===== src/rtl/dsp_mac_pipe.sv =====
// Four-stage pipelined pre-add / multiply / post-add MAC slice with a per-sample
// opcode and valid flag travelling alongside the data; P doubles as the accumulator.
module dsp_mac_pipe #(
    parameter int A_WIDTH = 18,
    parameter int B_WIDTH = 18,
    parameter int C_WIDTH = 48,
    parameter int P_WIDTH = 48
) (
    input  logic               clk,
    input  logic               rst_n,
    input  logic               ce,
    input  logic               in_valid,
    input  logic [3:0]         opmode,
    input  logic [A_WIDTH-1:0] A,
    input  logic [B_WIDTH-1:0] B,
    input  logic [C_WIDTH-1:0] C,
    input  logic [B_WIDTH-1:0] D,
    output logic               out_valid,
    output logic [P_WIDTH-1:0] P,
    output logic               ovf
);

    localparam int M_WIDTH = A_WIDTH + B_WIDTH;

    // Stage 1
    logic signed [A_WIDTH-1:0] a1_q, a1_d;
    logic signed [B_WIDTH-1:0] b1_q, b1_d, d1_q, d1_d;
    logic signed [C_WIDTH-1:0] c1_q, c1_d;
    logic [3:0]                op1_q, op1_d;
    logic                      v1_q, v1_d;
    // Stage 2 (opcode narrowed to the post-adder bits {zsel, post-sub})
    logic signed [B_WIDTH-1:0] pre2_q, pre2_d;
    logic signed [A_WIDTH-1:0] a2_q, a2_d;
    logic signed [C_WIDTH-1:0] c2_q, c2_d;
    logic [1:0]                op2_q, op2_d;
    logic                      v2_q, v2_d;
    // Stage 3
    logic signed [M_WIDTH-1:0] m3_q, m3_d;
    logic signed [C_WIDTH-1:0] c3_q, c3_d;
    logic [1:0]                op3_q, op3_d;
    logic                      v3_q, v3_d;
    // Stage 4
    logic signed [P_WIDTH-1:0] p_q, p_d;
    logic                      ovf_q, ovf_d;
    logic                      out_valid_q, out_valid_d;

    logic signed [M_WIDTH-1:0] a_ext, pre_ext;
    logic signed [P_WIDTH-1:0] z_val, m_ext, post_sum;
    logic                      post_ovf;

    always_comb begin
        a_ext   = M_WIDTH'(a2_q);
        pre_ext = M_WIDTH'(pre2_q);
        z_val   = op3_q[1] ? p_q : P_WIDTH'(c3_q);
        m_ext   = P_WIDTH'(m3_q);
        if (op3_q[0]) begin
            post_sum = z_val - m_ext;
            post_ovf = (z_val[P_WIDTH-1] != m_ext[P_WIDTH-1]) &&
                       (post_sum[P_WIDTH-1] != z_val[P_WIDTH-1]);
        end else begin
            post_sum = z_val + m_ext;
            post_ovf = (z_val[P_WIDTH-1] == m_ext[P_WIDTH-1]) &&
                       (post_sum[P_WIDTH-1] != z_val[P_WIDTH-1]);
        end
    end

    always_comb begin
        a1_d        = a1_q;
        b1_d        = b1_q;
        c1_d        = c1_q;
        d1_d        = d1_q;
        op1_d       = op1_q;
        v1_d        = v1_q;
        pre2_d      = pre2_q;
        a2_d        = a2_q;
        c2_d        = c2_q;
        op2_d       = op2_q;
        v2_d        = v2_q;
        m3_d        = m3_q;
        c3_d        = c3_q;
        op3_d       = op3_q;
        v3_d        = v3_q;
        p_d         = p_q;
        ovf_d       = ovf_q;
        out_valid_d = out_valid_q;
        if (ce) begin
            a1_d  = A;
            b1_d  = B;
            c1_d  = C;
            d1_d  = D;
            op1_d = opmode;
            v1_d  = in_valid;

            if (op1_q[1])
                pre2_d = b1_q;
            else if (op1_q[0])
                pre2_d = d1_q - b1_q;
            else
                pre2_d = d1_q + b1_q;
            a2_d  = a1_q;
            c2_d  = c1_q;
            op2_d = op1_q[3:2];
            v2_d  = v1_q;

            m3_d  = a_ext * pre_ext;
            c3_d  = c2_q;
            op3_d = op2_q;
            v3_d  = v2_q;

            // Bubbles must not disturb the accumulator or the overflow flag.
            out_valid_d = v3_q;
            if (v3_q) begin
                p_d   = post_sum;
                ovf_d = post_ovf;
            end
        end
    end

    always_ff @(posedge clk) begin
        if (!rst_n) begin
            a1_q        <= '0;
            b1_q        <= '0;
            c1_q        <= '0;
            d1_q        <= '0;
            op1_q       <= '0;
            v1_q        <= 1'b0;
            pre2_q      <= '0;
            a2_q        <= '0;
            c2_q        <= '0;
            op2_q       <= '0;
            v2_q        <= 1'b0;
            m3_q        <= '0;
            c3_q        <= '0;
            op3_q       <= '0;
            v3_q        <= 1'b0;
            p_q         <= '0;
            ovf_q       <= 1'b0;
            out_valid_q <= 1'b0;
        end else begin
            a1_q        <= a1_d;
            b1_q        <= b1_d;
            c1_q        <= c1_d;
            d1_q        <= d1_d;
            op1_q       <= op1_d;
            v1_q        <= v1_d;
            pre2_q      <= pre2_d;
            a2_q        <= a2_d;
            c2_q        <= c2_d;
            op2_q       <= op2_d;
            v2_q        <= v2_d;
            m3_q        <= m3_d;
            c3_q        <= c3_d;
            op3_q       <= op3_d;
            v3_q        <= v3_d;
            p_q         <= p_d;
            ovf_q       <= ovf_d;
            out_valid_q <= out_valid_d;
        end
    end

    assign P         = p_q;
    assign ovf       = ovf_q;
    assign out_valid = out_valid_q;

endmodule


===== config.mk =====
export PLATFORM = sky130hd
export DESIGN_NAME = dsp_mac_pipe
export DESIGN_NICKNAME = d
export VERILOG_FILES = /design/src/rtl/dsp_mac_pipe.sv
export SDC_FILE = /design/constraint.sdc
export NUM_CORES = 2
export LEC_CHECK = 0
export BUFFER_PORTS_ARGS = -buffer_cell sky130_fd_sc_hd__buf_2
export CAP_MARGIN = 40
export CORE_UTILIZATION = 64
export CTS_CLUSTER_DIAMETER = 80
export DETAILED_ROUTE_END_ITERATION = 8
export HOLD_SLACK_MARGIN = 0.12
export PLACE_DENSITY = 0.93
export SYNTH_ARGS = -nofsm -noshare
export SYNTH_HDL_FRONTEND = slang
export SYNTH_SLANG_ARGS = --single-unit

===== constraint.sdc =====
create_clock -name clk -period 8.2 [get_ports clk]
set_clock_uncertainty 0.2 [all_clocks]
set_input_delay 1.23 -clock clk [delete_from_list [all_inputs] [get_ports clk]]
set_output_delay 1.23 -clock clk [all_outputs]
set_load 0.1 [all_outputs]

Yosys cells after proc, flatten, opt, wreduce, memory -nomap -nowiden. Index checks and enable logic that the tools add are counted.

Equal/unequal tests: 4. Reduce and logical (&&, ||, !) cells: 3. Mux-type cells: 5. Multiply operators: 1. $add $sub $neg: 4.

Operators with widths (count): 48-bit 2-to-1 mux (2); 48-bit by 36-bit adder with 48-bit output (1); 48-bit by 36-bit subtractor with 48-bit output (1); 18-bit by 18-bit multiplier with 36-bit output (1); 18-bit 2-to-1 mux (2); 18-bit adder (1); 18-bit subtractor (1); 1-bit inequality test (3); 1-bit logical AND (2); 2-bit AND reduction (1); 1-bit == test (1); 1-bit 2-to-1 mux (1).

Bits of input ports: 110. Bits in registers: 331. Logic and storage cells: 35.

Depth between registers and ports, before layout.
Depth in word-level cells: 5. Gate-level depth with buffers: 27.

Worst setup path before layout. Ideal clock, no wire load.

Path type: register to register. Start point: register a2_q[17]. End point: register m3_q[33]. Arrival: 6.428 ns. Required time: 7.894 ns. Stages on the path, launching flop included: 26. Period minus slack after synthesis: 6.734 ns. Setup slack: 1.466 ns. Setup time: 0.106 ns. Path buffers: 2. Cells stage by stage: dfxtp_1 clkbuf_1 clkbuf_1 nand2_1 fa_1 inv_1 fa_1 inv_1 fa_1 inv_1 fa_1 fa_1 inv_1 fa_1 inv_1 ha_1 a21o_1 a21o_1 a21o_1 a21o_1 a21o_1 a31oi_1 o21bai_1 a221oi_1 mux2_2 o311ai_0.

Cells in the longest elaborated chain, start to end: 1.

Ends and longest elaborated chain: from (decl) (RTL line 33) `logic signed [A_WIDTH-1:0] a2_q, a2_d;`; from (signal assigned) (RTL line 128) `a2_q <= '0;`; from (signal assigned) (RTL line 147) `a2_q <= a2_d;`; 18-bit by 18-bit multiplier with 36-bit output (RTL line 105) `m3_d = a_ext * pre_ext;`; to (signal assigned) (RTL line 151) `m3_q <= m3_d;`; to (decl) (RTL line 38) `logic signed [M_WIDTH-1:0] m3_q, m3_d;`.

Every way passes these cells. A chain may end at the register's enable or synchronous reset.

Final worst setup path.
Start point: register pre2_q[4]. End point: register m3_q[33].

Cells in the longest elaborated chain, start to end: 1.

Ends and longest elaborated chain: from (decl) (RTL line 32) `logic signed [B_WIDTH-1:0] pre2_q, pre2_d;`; from (signal assigned) (RTL line 146) `pre2_q <= pre2_d;`; 18-bit by 18-bit multiplier with 36-bit output (RTL line 105).

Every way passes these cells.

==> results.sh <==
export IMPL_antenna_found_initial=1
export IMPL_netlist_top_cells_count="inv_1 (470), nor2_1 (426), fa_1 (332)"
export IMPL_viasPerCell=6.08
export IMPL_synth_fp_nets=4234
export IMPL_grt_busiest_layer="met2"
export IMPL_final_cells=4246
export IMPL_clock_power_share=0.363
export IMPL_yosysSeqAreaShare=0.212
export IMPL_design_core_area_um2=47900
export IMPL_dieWidth_um=223
export IMPL_grtUsageMet1=0.423
export IMPL_whs_ns=0.265
export IMPL_gp_congestion=0.965
export IMPL_drtAntennaViolNets=0
export IMPL_p_leak_uw=0.0163
export IMPL_status="completed"
export IMPL_path_class="flip-flop to flip-flop"
export IMPL_drive_above_1_share=0.0881
export IMPL_seqPwrFrac=0.356
export IMPL_gr_total_overflow=0
export IMPL_drv_slew=0
export IMPL_clk_pin_slew_worst_paths_ns=0.07
export IMPL_post_route_util=0.698
export IMPL_min_path_type="flip-flop to flip-flop"
export IMPL_cts_htree_levels=2
export IMPL_synth_area_um2=31200
export IMPL_yosysWarnings=0
export IMPL_placed_cell_area_um2=32100
export IMPL_power_per_cell_area_nw_per_um2=153
export IMPL_relSlewSlack=0.306
export IMPL_die_h_um=223
export IMPL_netlist_top_cells_area="fa_1 (21%), dfxtp_1 (21%), mux2i_1 (8.4%)"
export IMPL_cts_made_buffers=39
export IMPL_synthCells=3586
export IMPL_p_int_uw=3380
export IMPL_use_met3=0.0590
export IMPL_row_count=80
export IMPL_wirelength_um=82600
export IMPL_die_area_um2=49700
export IMPL_rsz0062_at_grt="no"
export IMPL_hold_violations=0
export IMPL_min_path_cells=2
export IMPL_cp_start_kind="flip-flop"
export IMPL_ys_async_sr_fraction=0
export IMPL_crit_required_ns=8.45
export IMPL_dpl_hpwl_um=60400
export IMPL_worstSkewPairLatency_ns=0.57
export IMPL_comb_power_share=0.281
export IMPL_worstReg2RegEnd="m3_q[33]"
export IMPL_wire_per_inst_um=19.5
export IMPL_grt_total_usage=0.336
export IMPL_cts_root_buf="clkbuf_16"
export IMPL_p_switching_uw=1750
export IMPL_dr_pass1_iters=6
export IMPL_synth_top_area_share=0.213
export IMPL_synth_edff_count=0
export IMPL_drtIter0Drc=2280
export IMPL_regToRegSetupSlack_ns=0.89
export IMPL_synth_most_common_cell="inv_1"
export IMPL_min_to="P[15]"
export IMPL_ir_drop_uv=203
export IMPL_holdBufCountCts=0
export IMPL_yosys_area_top_type="fa_1"
export IMPL_worst_pin_slew_ns=1.04
export IMPL_fillers=3360
export IMPL_cts_sinks=331
export IMPL_grt_use_met2=0.552
export IMPL_arrival_ns=7.57
export IMPL_drc=0
export IMPL_grt_pass1_vias=26300
export IMPL_dp_cells=4177
export IMPL_tns_ns=0
export IMPL_portBuffers=159
export IMPL_cap_violations=0
export IMPL_fin_area_um2=33500
export IMPL_fin_crit_sh=0.892
export IMPL_antenna_cells=0
export IMPL_clock_fmax_mhz=137
export IMPL_r2r_cells=23
export IMPL_ys_seq_elements=331
export IMPL_setup_viol=0
export IMPL_critPathCaptureType="flip-flop"
export IMPL_grt_max_degree=162
export IMPL_avgSynthCellArea_um2=8.70
export IMPL_vias=25800
export IMPL_areaGrowthSynthToFinish_pct=7.22
export IMPL_min_period_ns=7.31
export IMPL_ioPinCount=160
export IMPL_cts_tree="yes"
export IMPL_cp_max_fo=19
export IMPL_timing_rr_start="pre2_q[4]"
export IMPL_cts_resized=0
export IMPL_ys_types=82
export IMPL_fin_nets=4251
export IMPL_grt_pass1_wl_um=134000
export IMPL_postCtsSetupRepairBufs=0
export IMPL_min_delay_start="P[15]"
export IMPL_start_util=0.651
export IMPL_cts_buffer_depth=3
export IMPL_sw_frac_of_total=0.341
export IMPL_synth_flop_cell="dfxtp_1"
logic make-up after synthesis:
| kind of cell | synth area share |
|---|---|
| simple gates | 0.157 |
| xor+xnor | 0.0269 |
| fa+ha+maj | 0.296 |
| compound gates | 0.120 |
| flops | 0.212 |
| mux | 0.101 |
| buf+inv | 0.0869 |
worst max-delay path by stage:
stage               startpoint  endpoint  slack (ns)  cells past startpoint
finish               pre2_q[4]  m3_q[33]        0.89                     23
global route         pre2_q[4]  m3_q[33]        0.55                     23
CTS                  pre2_q[4]  m3_q[33]        0.96                     23
detailed placement   pre2_q[4]  m3_q[33]        0.99                     23
global placement     pre2_q[4]  m3_q[33]        1.26                     23
floorplan             a2_q[17]  m3_q[33]        1.47                     25
placed cells by master (no fill, tap or decap), drive strengths merged, types with 8 or more instances in the layout:
master / count
a2111oi: 9
a211o: 13
a211oi: 32
a21o: 42
a21oi: 169
a31oi: 24
and2: 164
and3: 11
buf: 181
clkbuf: 54
clkinv: 8
dfxtp: 331
fa: 332
ha: 206
inv: 472
mux2: 48
mux2i: 262
nand2: 270
nand2b: 19
nand3: 51
nand4: 21
nor2: 427
nor2b: 22
nor3: 36
nor4: 15
o211ai: 21
o21a: 25
o21ai: 100
o21bai: 21
o311ai: 8
o31ai: 21
or3: 11
xnor2: 75
xor2: 21
per-stage QoR:
stage	power, uW	setup slack (ns)
2_1_floorplan	2870	1.47
3_3_place_gp	3190	1.26
3_5_place_dp	3240	0.991
4_1_cts	5110	0.965
5_1_grt	5360	0.545
6_report	5130	0.886
layer usage:
layer,wire length [um],part of all wire
met2,38700,0.47
met4,4700,0.057
met5,10,0.00012
met1,31700,0.38
met3,7430,0.090
flip-flops by register name, summed over array words and instances (netlist names), 2 cells and up:
| register | flops |
|---|---|
| P | 48 |
| m3_q | 36 |
| op1_q | 4 |
| a2_q | 18 |
| a1_q | 18 |
| pre2_q | 18 |
| c1_q | 48 |
| c3_q | 48 |
| b1_q | 18 |
| op3_q | 2 |
| op2_q | 2 |
| d1_q | 18 |
| c2_q | 48 |
worst max-delay path, stage by stage, from the launching register on:
cell and delay, ns:
dfxtp_1 0.85, nand2_1 0.26, fa_1 0.63, inv_1 0.14, fa_1 0.50, inv_1 0.06, fa_1 0.52, inv_1 0.06
fa_1 0.50, fa_1 0.50, inv_1 0.05, fa_1 0.48, inv_1 0.05, ha_1 0.34, a21o_1 0.22, a21o_1 0.18
a21o_1 0.16, a21o_1 0.16, a21o_1 0.18, a31oi_1 0.22, o21bai_1 0.17, a221oi_1 0.31, mux2_2 0.36, o311ai_0 0.09
cell type report:
type	instances	area (um2)	share of cell area
clock buffer	54	1130	0.0339
clock inverter	15	228	0.00680
sequential	331	6630	0.198
multi-input combinational	2578	21900	0.654
timing repair buffer	181	1050	0.0314
inverter	472	1780	0.0532
tap	615	769	0.0230
power groups by stage:
stage / Combinational, uW / Sequential (uW) / Clock (uW)
floorplan: 1090 / 1780 / 0
global placement: 1340 / 1850 / 0
detailed placement: 1390 / 1850 / 0
CTS: 1410 / 1820 / 1880
global route: 1580 / 1830 / 1950
finish: 1440 / 1830 / 1860
No activity file was read; power rests on OpenSTA's default activity.
